File: config.mk
export PLATFORM = sky130hd
export DESIGN_NAME = fxp2fp25_enc_flat
export DESIGN_NICKNAME = d
export VERILOG_FILES = /design/src/rtl/fxp2fp25_enc_if.sv /design/src/rtl/fxp2fp25_enc.sv /design/src/flat_wrapper.sv
export SDC_FILE = /design/constraint.sdc
export NUM_CORES = 1
export LEC_CHECK = 0
export ABC_CLOCK_PERIOD_IN_PS = 6680
export CELL_PAD_IN_SITES_DETAIL_PLACEMENT = 0
export CELL_PAD_IN_SITES_GLOBAL_PLACEMENT = 1
export CORE_ASPECT_RATIO = 1.1
export CORE_UTILIZATION = 43
export DETAILED_ROUTE_END_ITERATION = 10
export PLACE_DENSITY_LB_ADDON = 0.25
export SYNTH_ARGS = -nofsm -noshare
export SYNTH_HDL_FRONTEND = slang
export SYNTH_SLANG_ARGS = --single-unit
File: constraint.sdc
create_clock -name clk -period 6.68 [get_ports clk]
set_input_delay 1.336 -clock clk [delete_from_list [all_inputs] [get_ports clk]]
set_output_delay 1.336 -clock clk [all_outputs]
set_load 0.01 [all_outputs]
File: src/rtl/fxp2fp25_enc_if.sv
// Stream interface for fxp2fp25_enc: fixed-point input handshake and
// encoded floating-point output handshake.
interface fxp2fp25_enc_if;
  logic        in_valid;
  logic        in_ready;
  logic [19:0] in_data;
  logic        out_valid;
  logic        out_ready;
  logic        out_sign;
  logic [2:0]  out_exp;
  logic [4:0]  out_man;
  logic        out_denorm;
  logic        out_sat;

  modport slave (
    input  in_valid, in_data, out_ready,
    output in_ready, out_valid, out_sign, out_exp, out_man, out_denorm, out_sat
  );

  modport master (
    output in_valid, in_data, out_ready,
    input  in_ready, out_valid, out_sign, out_exp, out_man, out_denorm, out_sat
  );
endinterface

File: src/rtl/fxp2fp25_enc.sv
// Two-stage elastic encoder: 20-bit signed fixed-point to a small float
// (sign, 3-bit exponent, 5-bit mantissa). Define FXP2FP25_ENC_RNE_EN for RNE rounding.
module fxp2fp25_enc #(
  parameter int unsigned CNT_W = 16
) (
  input  logic             clk,
  input  logic             rst,
  fxp2fp25_enc_if.slave    bus,
  input  logic             sat_cnt_clr,
  output logic [CNT_W-1:0] sat_cnt
);

  localparam int unsigned DW = 20;
  localparam int unsigned PW = 5;
  localparam int unsigned EW = 3;
  localparam int unsigned MW = 5;
  localparam int unsigned XW = 4;
  localparam int unsigned SW = 7;

  logic          s1_valid;
  logic          s1_sign;
  logic [DW-1:0] s1_mag;
  logic [PW-1:0] s1_lead;

  logic          s1_en;
  logic          s2_en;

  logic [DW-1:0] in_mag_c;
  logic [PW-1:0] in_lead_c;

  logic [XW-1:0] e_c;
  logic [SW-1:0] s_c;
  logic [EW-1:0] enc_exp_c;
  logic [MW-1:0] enc_man_c;
  logic          enc_denorm_c;
  logic          enc_sat_c;
`ifdef FXP2FP25_ENC_RNE_EN
  logic [DW-1:0] mask_c;
  logic [DW-1:0] rem_c;
  logic [DW-1:0] half_c;
  logic          rnd_up_c;
`endif

  // Elastic handshake: a stage may load whenever the stage after it is free or draining.
  assign s2_en        = ~bus.out_valid | bus.out_ready;
  assign s1_en        = ~s1_valid | s2_en;
  assign bus.in_ready = s1_en;

  // Stage 1 combinational: magnitude and leading-one position.
  always_comb begin
    in_mag_c  = bus.in_data[DW-1] ? DW'(~bus.in_data + DW'(1)) : bus.in_data;
    in_lead_c = '0;
    for (int i = 0; i < int'(DW); i++) begin
      if (in_mag_c[i]) in_lead_c = PW'(i);
    end
  end

  // Stage 2 combinational: normalise, round, pack or clamp.
  always_comb begin
    e_c          = '0;
    s_c          = '0;
    enc_exp_c    = '0;
    enc_man_c    = '0;
    enc_denorm_c = 1'b0;
    enc_sat_c    = 1'b0;
`ifdef FXP2FP25_ENC_RNE_EN
    mask_c       = '0;
    rem_c        = '0;
    half_c       = '0;
    rnd_up_c     = 1'b0;
`endif
    if (s1_mag < DW'(32)) begin
      enc_denorm_c = 1'b1;
      enc_man_c    = s1_mag[MW-1:0];
    end else begin
      e_c = XW'(s1_lead - PW'(5));
      s_c = SW'(s1_mag >> e_c);
`ifdef FXP2FP25_ENC_RNE_EN
      mask_c   = (DW'(1) << e_c) - DW'(1);
      rem_c    = s1_mag & mask_c;
      half_c   = DW'(1) << (e_c - XW'(1));
      rnd_up_c = (e_c != '0) && ((rem_c > half_c) || ((rem_c == half_c) && s_c[0]));
      s_c      = s_c + SW'(rnd_up_c);
      if (s_c[SW-1]) begin
        s_c = SW'(32);
        e_c = e_c + XW'(1);
      end
`endif
      if (e_c > XW'(7)) begin
        enc_exp_c = EW'(7);
        enc_man_c = MW'(31);
        enc_sat_c = 1'b1;
      end else begin
        enc_exp_c = e_c[EW-1:0];
        enc_man_c = MW'(s_c - SW'(32));
      end
    end
  end

  always_ff @(posedge clk) begin
    if (rst) begin
      s1_valid       <= 1'b0;
      s1_sign        <= 1'b0;
      s1_mag         <= '0;
      s1_lead        <= '0;
      bus.out_valid  <= 1'b0;
      bus.out_sign   <= 1'b0;
      bus.out_exp    <= '0;
      bus.out_man    <= '0;
      bus.out_denorm <= 1'b0;
      bus.out_sat    <= 1'b0;
      sat_cnt        <= '0;
    end else begin
      if (s1_en) begin
        s1_valid <= bus.in_valid;
        if (bus.in_valid) begin
          s1_sign <= bus.in_data[DW-1];
          s1_mag  <= in_mag_c;
          s1_lead <= in_lead_c;
        end
      end
      if (s2_en) begin
        bus.out_valid <= s1_valid;
        if (s1_valid) begin
          bus.out_sign   <= s1_sign;
          bus.out_exp    <= enc_exp_c;
          bus.out_man    <= enc_man_c;
          bus.out_denorm <= enc_denorm_c;
          bus.out_sat    <= enc_sat_c;
        end
      end
      // Clear wins over a same-cycle saturated transfer; count sticks at all-ones.
      if (sat_cnt_clr) begin
        sat_cnt <= '0;
      end else if (bus.out_valid && bus.out_ready && bus.out_sat && (sat_cnt != '1)) begin
        sat_cnt <= sat_cnt + CNT_W'(1);
      end
    end
  end

endmodule
File: src/flat_wrapper.sv
// flat-port wrapper written by rule: the top's interface ports become plain ports
module fxp2fp25_enc_flat 
#(
  parameter int unsigned CNT_W = 16
)
  (clk, rst, sat_cnt_clr, sat_cnt, bus_in_valid, bus_in_data, bus_out_ready, bus_in_ready, bus_out_valid, bus_out_sign, bus_out_exp, bus_out_man, bus_out_denorm, bus_out_sat);
  fxp2fp25_enc_if bus_i ();
  input  logic clk;
  input  logic rst;
  input  logic sat_cnt_clr;
  output logic [CNT_W-1:0] sat_cnt;
  input wire logic [$bits(bus_i.in_valid)-1:0] bus_in_valid;
  input wire logic [$bits(bus_i.in_data)-1:0] bus_in_data;
  input wire logic [$bits(bus_i.out_ready)-1:0] bus_out_ready;
  output wire logic [$bits(bus_i.in_ready)-1:0] bus_in_ready;
  output wire logic [$bits(bus_i.out_valid)-1:0] bus_out_valid;
  output wire logic [$bits(bus_i.out_sign)-1:0] bus_out_sign;
  output wire logic [$bits(bus_i.out_exp)-1:0] bus_out_exp;
  output wire logic [$bits(bus_i.out_man)-1:0] bus_out_man;
  output wire logic [$bits(bus_i.out_denorm)-1:0] bus_out_denorm;
  output wire logic [$bits(bus_i.out_sat)-1:0] bus_out_sat;
  assign bus_i.in_valid = bus_in_valid;
  assign bus_i.in_data = bus_in_data;
  assign bus_i.out_ready = bus_out_ready;
  assign bus_in_ready = bus_i.in_ready;
  assign bus_out_valid = bus_i.out_valid;
  assign bus_out_sign = bus_i.out_sign;
  assign bus_out_exp = bus_i.out_exp;
  assign bus_out_man = bus_i.out_man;
  assign bus_out_denorm = bus_i.out_denorm;
  assign bus_out_sat = bus_i.out_sat;
  fxp2fp25_enc #(.CNT_W(CNT_W)) u_core (.clk(clk), .rst(rst), .bus(bus_i), .sat_cnt_clr(sat_cnt_clr), .sat_cnt(sat_cnt));
endmodule
==> flow_summary.yaml <==
floorplan:
  die_w_um: 86.98
  coreArea_mm2: 0.007556
  io-pin-count: 54
  initial_core_util_pct: 45.21
  die_y_um: 95.48
  die-area_mm2: 0.008304
  rows: 33
timing:
  post-route-min-period_ns: 4.000
  timing.fmax_mhz: 250.0
  setup_viol: 0
  setup_slack_ns: 2.680
  setup_tns_ns: 0
  finClkSkew_ns: 0.006819
  tightestPinTransition_ns: 0.9826
  final_max_slew_viol_count: 0
  rsz0062_at_grt: "no"
  max_slew_margin_pct: 34.29
  period_share_pct: 59.88
  finalHoldViolCount: 0
routing:
  firstDrtPassIters: 4
  ant_nets: 0
  via_per_inst: 5.530
  num_vias: 3080
  drc_errors: 0
  wl_per_cell_um: 13.66
  drt_iter0_markers: 171
  wirelength_um: 7607
global_routing:
  grt.total_usage_pct: 19.46
  grt_max_degree: 43
  grt_pass1_vias: 2726
  grt_pass1_wl_um: 13030
  overflow: 0
  antenna_found_initial: 0
setup_path:
  rrSetupSlack_ns: 3.93
  timing.rr.start: "u_core.s1_lead[0]$_SDFFE_PP0P_"
  start_kind: "primary input"
  cp.required_ns: 5.34
  crit_buf_inv: 2
  critPathMostFrequentCell: "clkdlybuf4s50_1"
  max_stage_delay_ns: 0.50
  slowest_stage: "clkdlybuf4s50_1"
  r2r_cells: 9
  path_cells: "clkdlybuf4s50_1 -> nor2b_1 -> nand2_1 -> clkdlybuf4s50_1"
  critPathKind: "in -> out"
  worstSetupEndpointType: "primary output"
  crit_fanout: 4
  critPathTopFamily: "buffers and inverters"
  worstPathArrival_ns: 2.66
  r2r-end: "u_core.bus.out_man[2]$_SDFFE_PP0P_"
yosys:
  synth-seq-cells: 54
  seq_area_frac_synth_pct: 31.65
  synth_area_leaders: "dfxtp_1, nor2_1, a211oi_1"
  avgSynthCellArea_um2: 8.231
  yosysWarningCount: 0
  ys_async_sr_fraction_pct: 0
  yosysTopAreaCell: "dfxtp_1"
  ys_types: 66
  synth_common_cells: "nor2_1, dfxtp_1, nand2_1"
  syn_nets: 444
  synth_top_area_share_pct: 31.65
  syn_area_mm2: 0.003416
  synth_edf_count: 0
  ys.flop_type: "dfxtp_1"
  yosysMostFrequentCell: "nor2_1"
  syn_inst: 415
clock_tree:
  clk_path_buf_depth: 2
  cts_hold_buf: 0
  cts.repair.resized: 0
  ctsHtreeMaxLevel: 2
  cts.sinks: 54
  cts_tree: "yes"
  clock_latency_ns: 0.31
  post-cts-setup-buffers: 0
  cts_made_buffers: 5
  root_buffer: "clkbuf_8"
  clkTransAtPathRegs_ns: 0.09
min_path:
  hold_class: "reg -> reg"
  min_from: "u_core.s1_sign$_SDFFE_PP0P_"
  min_to: "u_core.s1_sign$_SDFFE_PP0P_"
  hold-path-cell-count: 2
place:
  dpl_cell_area_mm2: 0.003985
  place_ws_ns: 2.522
  gp_congestion: 0.8905
  port-buffer-count: 53
  dp_hpwl_um: 5663
power:
  irDropWorstVdd_uv: 83.48
  p_total_uw: 741.8
  powerDensity_mw_per_mm2: 181.0
  p_leak_uw: 0.001466
final_layout:
  area_growth_pct: 19.96
  antennaDiodeCount: 0
  nFillCells: 744
  drive_gt1_share_pct: 7.743
  fin_area_mm2: 0.004098
  nets: 481
run_status:
  outcome: "complete, no violations"
run:
  max_cap_violations: 0
==> power breakdown <==
part | internal (µW) | switching [µW]
clock network | 120 | 104
registers | 339 | 14.9
logic | 77.0 | 87.5
==> worst register-to-register path, cell delays in order (launching register included) <==
cell and delay (ns):
dfxtp_1 0.50, inv_2 0.18, ha_1 0.24, xnor2_1 0.64, mux4_2 0.40, and2_1 0.16, a211oi_1 0.20, a211oi_1 0.11
a21oi_1 0.15, nor2_1 0.05
==> routing by layer <==
layer  vias to the layer above  global-route usage [%]  wire (µm)
met4                         0                   6.389        115
met1                      1421                   26.08       3698
met3                         9                   2.251        326
li1                       1567                       -          -
met2                        83                   32.41       3467
met5                         -                       0          0
==> flip-flops by register name, indices dropped and copies added (netlist names), 3 cells and up <==
register and count:
u_core.s1_mag 20, u_core.sat_cnt 16, u_core.bus.out_man 5, u_core.s1_lead 4
u_core.bus.out_exp 3
==> cell families (layout without fill, tap and decap cells) <==
family / Yosys count / after routing / synth area share [%]
simple gates: 162 / 162 / 23.96
fa+ha+maj: 4 / 4 / 1.465
compound gates: 106 / 106 / 21.65
buf+inv: 40 / 77 / 4.908
xor+xnor: 33 / 33 / 8.681
mux: 16 / 16 / 7.692
flops: 54 / 54 / 31.65
==> worst max path at each step <==
stage	startpoint	end	slack, ns	depth (start not counted)
floorplan	bus_in_data[1]	u_core.s1_lead[1]$_SDFFE_PP0P_	3.52	10
global placement	bus_in_data[0]	u_core.s1_lead[3]$_SDFFE_PP0P_	2.48	9
detailed placement	bus_in_data[1]	u_core.s1_lead[1]$_SDFFE_PP0P_	2.52	10
CTS	bus_out_ready	bus_in_ready	2.68	4
global route	bus_out_ready	bus_in_ready	2.56	4
finish	bus_out_ready	bus_in_ready	2.68	4
==> cell type report <==
type | instances | area (µm²) | share of cell area (%)
clock buffer | 6 | 82.58 | 2.015
clock inverter | 1 | 30.03 | 0.7328
inverter | 15 | 56.30 | 1.374
multi-input combinational | 321 | 2171 | 52.98
sequential | 54 | 1081 | 26.38
tap | 105 | 131.4 | 3.206
timing repair buffer | 55 | 545.5 | 13.31
==> cells in the final DEF (no fill, tap or decap), types with 2 or more instances in the layout <==
cell / n
a41oi_1: 3
or3_1: 3
nor2_1: 71
nor2b_1: 5
clkbuf_8: 6
a31oi_1: 3
a21oi_1: 23
and3_1: 2
and2_1: 7
o41ai_1: 2
nor4_4: 2
dfxtp_1: 54
mux2_2: 2
o31a_1: 3
xor2_1: 18
ha_1: 4
nor3_1: 5
o211ai_1: 2
nand2b_1: 2
o32ai_1: 2
mux2i_1: 6
nand3_1: 9
o21ai_0: 15
clkdlybuf4s50_1: 53
a211oi_1: 28
mux4_2: 8
nor4_1: 5
nand4_1: 7
xnor2_1: 14
buf_4: 2
nand2_1: 34
inv_1: 14
o31ai_1: 4
a41o_1: 2
==> stage by stage <==
step                hold WS (ns)  instances  util, %
floorplan                 0.4357        415        -
global placement          0.4474        550    52.74
detailed placement        0.4561        550    52.74
CTS                       0.4696        557    54.23
global route              0.4814        557    54.23
finish                    0.4805        557    54.23
(Power assumes the default switching activity.)
